## src/rtl/ccff_bitstream_loader.sv

```systemverilog
// ccff_bitstream_loader
// Feeds the CLB fle/ble4 configuration-chain head from a byte stream.
// Bytes arrive over a valid/ready handshake, are serialised MSB-first and
// shifted into the chain one bit per prog_clk cycle with ccff_shift_en high.
// A load completes once exactly CHAIN_LEN bits have moved into the chain.
//
// Optional build macro CCFF_READBACK_CHECK_EN adds a loopback readback check:
// a CRC-8 (poly 0x07, init 0x00) of the bits returned on ccff_tail during a
// load is compared with the CRC-8 of the bits shifted in by the previous
// completed load, and the verdict is reported on readback_valid and
// readback_mismatch.
module ccff_bitstream_loader #(
  parameter int CHAIN_LEN = 68,  // total chain bits, >= 1
  parameter int CNT_W     = 16   // bit counter width, CHAIN_LEN < 2**CNT_W
) (
  input  logic             prog_clk,
  input  logic             reset,
  input  logic             start,
  input  logic             abort,
  input  logic [7:0]       cfg_data,
  input  logic             cfg_valid,
  output logic             cfg_ready,
  output logic             ccff_head,
  output logic             ccff_shift_en,
  input  logic             ccff_tail,
  output logic             busy,
  output logic             done,
  output logic [CNT_W-1:0] bit_count
`ifdef CCFF_READBACK_CHECK_EN
  ,
  output logic             readback_mismatch,
  output logic             readback_valid
`endif
);

  typedef enum logic [1:0] {
    S_IDLE  = 2'd0,
    S_LOAD  = 2'd1,
    S_SHIFT = 2'd2,
    S_DONE  = 2'd3
  } state_t;

  state_t           state_q;
  state_t           state_d;
  logic [7:0]       shreg_q;      // byte being serialised, bit 7 goes out next
  logic [3:0]       byte_cnt_q;   // bits of the current byte still to shift
  logic [CNT_W-1:0] bit_count_q;  // bits shifted so far in this load
  logic [CNT_W-1:0] remaining;
  logic [3:0]       first_cnt;
  logic             start_ok;
  logic             accept;
  logic             last_bit;

  // abort wins over a simultaneous start, so a start only counts without it
  assign start_ok  = start && !abort;
  // a byte is taken only in LOAD and never in an abort cycle
  assign accept    = (state_q == S_LOAD) && !abort && cfg_valid;
  // the shift happening this cycle is the final chain bit
  assign last_bit  = (bit_count_q == CNT_W'(CHAIN_LEN - 1));
  // the final byte may be partial: only its top (CHAIN_LEN mod 8) bits go out
  assign remaining = CNT_W'(CHAIN_LEN) - bit_count_q;
  assign first_cnt = (remaining >= CNT_W'(8)) ? 4'd8 : remaining[3:0];

  // State register.
  always_ff @(posedge prog_clk) begin
    // NOTE: sequential state uses non-blocking assignments so every flop in
    // the design samples pre-edge values regardless of block ordering.
    if (reset) begin
      state_q <= S_IDLE;
    end else begin
      state_q <= state_d;
    end
  end

  // Next-state decode.
  always_comb begin
    // NOTE: default first so every path assigns state_d and no latch forms.
    state_d = state_q;
    case (state_q)
      S_IDLE, S_DONE: begin
        if (start_ok) state_d = S_LOAD;
      end
      S_LOAD: begin
        if (abort)          state_d = S_IDLE;
        else if (cfg_valid) state_d = S_SHIFT;
      end
      S_SHIFT: begin
        if (abort)                  state_d = S_IDLE;
        else if (last_bit)          state_d = S_DONE;
        else if (byte_cnt_q == 4'd1) state_d = S_LOAD;
      end
      default: state_d = S_IDLE;
    endcase
  end

  // Output decode from registered state; cfg_ready alone also sees abort.
  always_comb begin
    cfg_ready     = 1'b0;
    ccff_head     = 1'b0;
    ccff_shift_en = 1'b0;
    busy          = 1'b0;
    done          = 1'b0;
    case (state_q)
      S_LOAD: begin
        cfg_ready = !abort;
        busy      = 1'b1;
      end
      S_SHIFT: begin
        ccff_head     = shreg_q[7];
        ccff_shift_en = 1'b1;
        busy          = 1'b1;
      end
      S_DONE: begin
        done = 1'b1;
      end
      default: ;
    endcase
  end

  // Serialiser datapath: byte latch, MSB-first shift and bit counters.
  always_ff @(posedge prog_clk) begin
    // NOTE: only this block's own registers are reset; the downstream chain
    // flops keep whatever they hold and a full reload overwrites them.
    if (reset) begin
      shreg_q     <= 8'h00;
      byte_cnt_q  <= 4'd0;
      bit_count_q <= '0;
    end else begin
      case (state_q)
        S_IDLE, S_DONE: begin
          if (start_ok) bit_count_q <= '0;
        end
        S_LOAD: begin
          if (accept) begin
            shreg_q    <= cfg_data;
            byte_cnt_q <= first_cnt;
          end
        end
        S_SHIFT: begin
          // the chain moves on an abort cycle too, so the count follows it
          shreg_q     <= {shreg_q[6:0], 1'b0};
          bit_count_q <= bit_count_q + CNT_W'(1);
          byte_cnt_q  <= byte_cnt_q - 4'd1;
        end
        default: ;
      endcase
    end
  end

  assign bit_count = bit_count_q;

`ifdef CCFF_READBACK_CHECK_EN
  // Serial CRC-8, polynomial x^8 + x^2 + x + 1, one input bit per call.
  function automatic logic [7:0] crc8_step(input logic [7:0] crc,
                                           input logic       din);
    logic fb;
    fb        = crc[7] ^ din;
    crc8_step = {crc[6:0], 1'b0} ^ (fb ? 8'h07 : 8'h00);
  endfunction

  logic [7:0] head_crc_q;  // CRC of bits sent into the head this load
  logic [7:0] tail_crc_q;  // CRC of bits returned from the tail this load
  logic [7:0] ref_crc_q;   // head CRC of the last completed load
  logic       have_ref_q;  // a completed load exists since reset
  logic [7:0] head_crc_nxt;
  logic [7:0] tail_crc_nxt;
  logic       entering_done;

  assign head_crc_nxt  = crc8_step(head_crc_q, ccff_head);
  assign tail_crc_nxt  = crc8_step(tail_crc_q, ccff_tail);
  assign entering_done = (state_q == S_SHIFT) && (state_d == S_DONE);

  // Readback CRCs and verdict, judged on the edge that enters DONE.
  always_ff @(posedge prog_clk) begin
    if (reset) begin
      head_crc_q        <= 8'h00;
      tail_crc_q        <= 8'h00;
      ref_crc_q         <= 8'h00;
      have_ref_q        <= 1'b0;
      readback_valid    <= 1'b0;
      readback_mismatch <= 1'b0;
    end else if (((state_q == S_IDLE) || (state_q == S_DONE)) && start_ok) begin
      head_crc_q        <= 8'h00;
      tail_crc_q        <= 8'h00;
      readback_valid    <= 1'b0;
      readback_mismatch <= 1'b0;
    end else if (ccff_shift_en) begin
      head_crc_q <= head_crc_nxt;
      tail_crc_q <= tail_crc_nxt;
      if (entering_done) begin
        ref_crc_q         <= head_crc_nxt;
        have_ref_q        <= 1'b1;
        readback_valid    <= have_ref_q;
        readback_mismatch <= have_ref_q && (tail_crc_nxt != ref_crc_q);
      end
    end
  end
`else
  // Chain tail return is only consumed by the readback check.
  logic unused_tail;
  assign unused_tail = ccff_tail;
`endif

endmodule

```

## config.mk

```make
export PLATFORM = sky130hd
export DESIGN_NAME = ccff_bitstream_loader
export DESIGN_NICKNAME = d
export VERILOG_FILES = /design/src/rtl/ccff_bitstream_loader.sv
export SDC_FILE = /design/constraint.sdc
export NUM_CORES = 1
export LEC_CHECK = 0
export BUFFER_PORTS_ARGS = -buffer_cell sky130_fd_sc_hd__buf_4
export CAP_MARGIN = 20
export CORE_ASPECT_RATIO = 0.8
export CORE_MARGIN = 5
export CORE_UTILIZATION = 48
export CTS_CLUSTER_SIZE = 24
export DETAILED_ROUTE_END_ITERATION = 6
export PLACE_DENSITY = 0.73
export SYNTH_ARGS = -nofsm -noshare
export SYNTH_HDL_FRONTEND = slang
export SYNTH_SLANG_ARGS = --single-unit
```

## constraint.sdc

```tcl
create_clock -name prog_clk -period 2.4 [get_ports prog_clk]
set_clock_uncertainty 0.15 [all_clocks]
set_input_delay 0.24 -clock prog_clk [delete_from_list [all_inputs] [get_ports prog_clk]]
set_output_delay 0.24 -clock prog_clk [all_outputs]
set_load 0.01 [all_outputs]
```

# [Word-level counts from Yosys, hierarchy flattened]
# Cells that the tools add are included.
[totals] reg_bits=30 input_bits=14 out_inout_bits=21 elab_cells=48
[op_classes] add_sub_neg=3 n_lt_le_gt_ge=1 n_eq_ne=9 muxes=19 reduce_logical=12
[ops] cell="case mux 16 bit (2 select lines)" count=1
[ops] cell="adder 16 x 1 -> 16 bit (second input constant)" count=1
[ops] cell="equality test 16 x 7 -> 1 bit (second input constant)" count=1
[ops] cell="greater-or-equal comparator 16 x 4 -> 1 bit (second input constant)" count=1
[ops] cell="two-way mux 16 bit" count=1
[ops] cell="case mux 8 bit (2 select lines)" count=1
[ops] cell="subtractor 7 x 16 -> 16 bit (first input constant)" count=1
[ops] cell="two-way mux 2 bit" count=6
[ops] cell="two-way mux 4 bit" count=2
[ops] cell="two-way mux 8 bit" count=1
[ops] cell="case mux 4 bit (2 select lines)" count=1
[ops] cell="case mux 2 bit (3 select lines)" count=1
[ops] cell="two-way mux 1 bit" count=5
[ops] cell="equality test 2 bit (second input constant)" count=2
[ops] cell="equality test 4 x 1 -> 1 bit (second input constant)" count=1
[ops] cell="!= test 2 bit (second input constant)" count=2
[ops] cell="!= test 4 bit (second input constant)" count=1
[ops] cell="AND reduction 2 bit" count=2
[ops] cell="nonzero test 2 bit" count=2
[ops] cell="OR reduction 2 bit" count=2
[ops] cell="subtractor 4 x 1 -> 4 bit (second input constant)" count=1
[ops] cell="logical AND 1 bit" count=3
[ops] cell="!= test 3 bit (second input constant)" count=1
[ops] cell="AND reduction 3 bit" count=1
[ops] cell="3 further kinds" count=3

# [Logic depth before layout (Yosys ltp)]
[depth] word_depth=5 mapped_depth=9 mapped_depth_nobuf=8

# [Worst setup path after synthesis]
# No wires, ideal clock.
[synth_timing] path_kind="register -> register" from="register bit_count_q[0], in the netlist bit_count[0]" to="register byte_cnt_q[0]" setup_time_ps=91 arrival_time_ps=2229 t_required_ps=2159 setup_slack_ps=-69 stages_incl_launch_ff=9 n_path_buf=0 period_less_slack_ps=2469 cell_sequence="dfxtp_1 -> inv_1 -> ha_1 -> or2b_1 -> a2111oi_0 -> a41oi_1 -> a2111oi_4 -> nand4_1 -> a311oi_1"
[synth_via] elab_chain_len=5
[synth_lines] item="from (decl)" line_no="47" text="logic [CNT_W-1:0] bit_count_q;"
[synth_lines] item="from (signal assigned)" line_no="142" text="bit_count_q <= bit_count_q + CNT_W'(1);"
[synth_lines] item="subtractor 7 x 16 -> 16 bit (*)" line_no="61" text="assign remaining = CNT_W'(CHAIN_LEN) - bit_count_q;"
[synth_lines] item="greater-or-equal comparator 16 x 4 -> 1 bit" line_no="62" text="assign first_cnt = (remaining >= CNT_W'(8)) ? 4'd8 : remaining[3:0];"
[synth_lines] item="two-way mux 4 bit (*)" line_no="62"
[synth_lines] item="two-way mux 4 bit (*)" line_no="134" text="if (accept) begin"
[synth_lines] item="case mux 4 bit (2 select lines) (*)" line_no="129" text="case (state_q)"
[synth_lines] item="to (signal assigned)" line_no="136" text="byte_cnt_q <= first_cnt;"
[synth_lines] item="to (signal assigned)" line_no="143" text="byte_cnt_q <= byte_cnt_q - 4'd1;"
[synth_lines] item="to (decl)" line_no="46" text="logic [3:0] byte_cnt_q;"
# Every way passes the cells marked *; elsewhere a longest branch is shown, timed or not. The select of a mux whose other input is x is not followed.
# A chain may end at the register's enable or synchronous reset.

# [Final worst setup path]
[layout_timing] from="register bit_count_q[1], in the netlist bit_count[1]" to="register byte_cnt_q[1]"
# Same word-level chain as after synthesis.

==> flow_metrics.env <==
export IMPL_p_clk_frac=0.428
export IMPL_yosys_register_bits=30
export IMPL_grtUsageMet2=0.261
export IMPL_worstPathRequired_ns=2.44
export IMPL_drt_vias_per_instance=5.40
export IMPL_die_area_um2=5200
export IMPL_grt_ovfl_total=0
export IMPL_cts_max_level=2
export IMPL_cts_buffers=5
export IMPL_clockBufferDepth=2
export IMPL_syn_cell_area_um2=1850
export IMPL_grt_antenna_before_repair=0
export IMPL_crit_chain="inv_2 -> ha_4 -> or2b_1 -> buf_6 -> a21oi_2 -> or3_4 -> a2111oi_4 -> nand4_1 -> a311oi_1"
export IMPL_yosysSeqAreaShare=0.325
export IMPL_grt_first_pass_wirelength_um=7090
export IMPL_p_comb_frac=0.117
export IMPL_slowest_delay_ns=0.42
export IMPL_ctsHoldBuffers=0
export IMPL_start_util=0.492
export IMPL_ff2ff_path_depth=9
export IMPL_power_density_nw_per_um2=495
export IMPL_crit_type="flop to flop"
export IMPL_outcome="complete, no violations"
export IMPL_portBuffers=33
export IMPL_p_sw_uw=272
export IMPL_use_met1=0.235
export IMPL_maxSlewViolCount=0
export IMPL_register_area_um2=603
export IMPL_syn_nets=241
export IMPL_cts_root_buf="clkbuf_8"
export IMPL_pwr_share_seq=0.455
export IMPL_fmax_ghz=0.430
export IMPL_coreArea_um2=3750
export IMPL_tns_ns=0
export IMPL_grt_pass1_vias=1554
export IMPL_fillers=343
export IMPL_cts_sinks=30
export IMPL_ys_flop_type="dfxtp_1"
export IMPL_min_path_type="primary input to flop"
export IMPL_finalSetupViolCount=0
export IMPL_slowest_stage="a2111oi_4"
export IMPL_cp_num_buf_inv=2
export IMPL_firstDrtPassIters=4
export IMPL_yosys_area_top_type="dfxtp_1"
export IMPL_cp_arrival_ns=2.37
export IMPL_fin_crit_sh=0.969
export IMPL_cp_end_kind="flop"
export IMPL_antennaDiodeCount=0
export IMPL_placementRows=20
export IMPL_start_kind="flop"
export IMPL_postRouteAntennaNets=0
export IMPL_critPathTopFamily="compound AO/OA/AOI/OAI gates"
export IMPL_grtUsageTotal=0.173
export IMPL_gp_congestion=0.832
export IMPL_multi_input_area_um2=1200
export IMPL_drive_gt1_frac=0.256
export IMPL_clk_pin_slew_worst_paths_ns=0.06
export IMPL_synth_most_common_cell="nor2_1"
export IMPL_insertion_delay_ns=0.29
export IMPL_ys_warn_count=0
export IMPL_internal_power_uw=889
export IMPL_crit_path_max_fanout=4
export IMPL_cp_num_cells=9
export IMPL_syn_avg_cell_area_um2=8.44
export IMPL_yosysTopAreaCellShare=0.325
export IMPL_ir_drop_mv=0.331
export IMPL_io_pins=35
export IMPL_die_h_um=65.5
export IMPL_synth_edff_count=0
export IMPL_cts_tree="done"
export IMPL_yosysUniqueCellTypes=50
export IMPL_relSlewSlack=0.593
export IMPL_switching_share=0.234
export IMPL_nets=279
export IMPL_hpwl_um=2890
export IMPL_leakagePower_nw=0.930
export IMPL_post_route_drc_count=0
export IMPL_gr_usage_met3=0.0425
export IMPL_die_x_um=79.4
export IMPL_wl_per_cell_um=13.7
export IMPL_via_count=1631
export IMPL_routed_wl_um=4140
export IMPL_syn_to_final_growth_pct=26.8
export IMPL_top_usage_layer="met2"
export IMPL_grt_max_degree=25
export IMPL_worstMarginPinSlew_ns=0.606
export IMPL_hold_viol=0
export IMPL_total_power_mw=1.16
export IMPL_synthTopCellsByArea="dfxtp_1 (32%), nor2_1 (7.3%), ha_1 (5.4%)"
export IMPL_postSynth_asyncResetShare=0
export IMPL_whs_path_depth=2
export IMPL_synthTopCellsByCount="nor2_1 (36), dfxtp_1 (30), inv_1 (13)"
export IMPL_cap_violations=0
export IMPL_drtIter0Drc=91
export IMPL_fin_crit_ns=2.33
export IMPL_rsz0062_at_grt="yes"
export IMPL_syn_inst=219
[worst register-to-register path: cells and delay by family (launching register included)]
kind | cells | cell delay [ns]
and+or+nand+nor | 3 | 0.66
AOI/OAI and AO/OA | 3 | 0.76
adders and majority gates | 1 | 0.14
DFF | 1 | 0.32
buffers and inverters | 2 | 0.20
[per-layer routing]
layer	up-vias	share of wire
met4	0	0.017
li1	839	-
met1	746	0.49
met3	7	0.054
met2	39	0.44
met5	-	0
[sequential cells by signal, summed over array words and instances (netlist names)]
signal	flops
state_q	2
shreg_q	8
bit_count	16
byte_cnt_q	4
[final cells by class]
type / instances / area share
repair buffers: 44 / 0.143
flip-flops and latches: 30 / 0.257
inverters: 13 / 0.0208
clock buffers: 7 / 0.0326
clock inverters: 1 / 0.0128
well taps: 44 / 0.0235
multi-input cells: 163 / 0.510
[worst paths after layout]
kind | from | slack (ns) | end
setup reg to reg | bit_count[1] | 0.07 | byte_cnt_q[1]
hold / removal | reset | 0.11 | shreg_q[5]
hold reg to reg | shreg_q[7] | 0.35 | shreg_q[7]
setup / recovery | bit_count[1] | 0.07 | byte_cnt_q[1]
[power by group through the flow]
| stage | sequential (mW) | combinational [mW] | clock [mW] |
|---|---|---|---|
| 2_1_floorplan | 0.537 | 0.0925 | 0 |
| 4_1_cts | 0.529 | 0.136 | 0.506 |
| 5_1_grt | 0.532 | 0.155 | 0.532 |
| 3_3_place_gp | 0.539 | 0.133 | 0 |
| 3_5_place_dp | 0.540 | 0.134 | 0 |
| 6_report | 0.529 | 0.136 | 0.497 |
[cells by family (layout without fill, tap and decap cells)]
| kind of cell | count (synthesis) | after routing | synth area share |
|---|---|---|---|
| fa+ha+maj | 8 | 8 | 0.0542 |
| mux | 12 | 12 | 0.0664 |
| flops | 30 | 30 | 0.325 |
| buf+inv | 26 | 65 | 0.0555 |
| simple gates | 93 | 93 | 0.273 |
| compound gates | 31 | 31 | 0.136 |
| xor+xnor | 19 | 19 | 0.0900 |
[cell usage in the layout (no fill, tap or decap), types with 8 or more instances in the layout]
cell type and instances:
buf_4 43, nor2_1 36, dfxtp_1 28, inv_1 11
mux2i_1 10, xor2_1 10, nand4_1 10, xnor2_1 9
nand2_1 8, nand3_1 8
[per-stage QoR]
stage,cell area [µm²],std cells,worst slack [ns],hold WS [ns],utilization
2_1_floorplan,1850,219,0.0272,0.310,-
3_5_place_dp,2170,293,-0.0447,0.338,0.579
4_1_cts,2280,301,0.0712,0.115,0.608
5_1_grt,2340,302,-0.0950,0.137,0.624
6_report,2340,302,0.0735,0.113,0.624
3_3_place_gp,2170,293,0.0816,0.328,0.579
[timing repair]
item,in CTS,in global routing
pin swaps,1,4
setup buffers,0,1
hold endpoints to repair,0,0
resized for setup,1,11
setup endpoints to repair,2,3
Power figures use the tool's default switching activity.
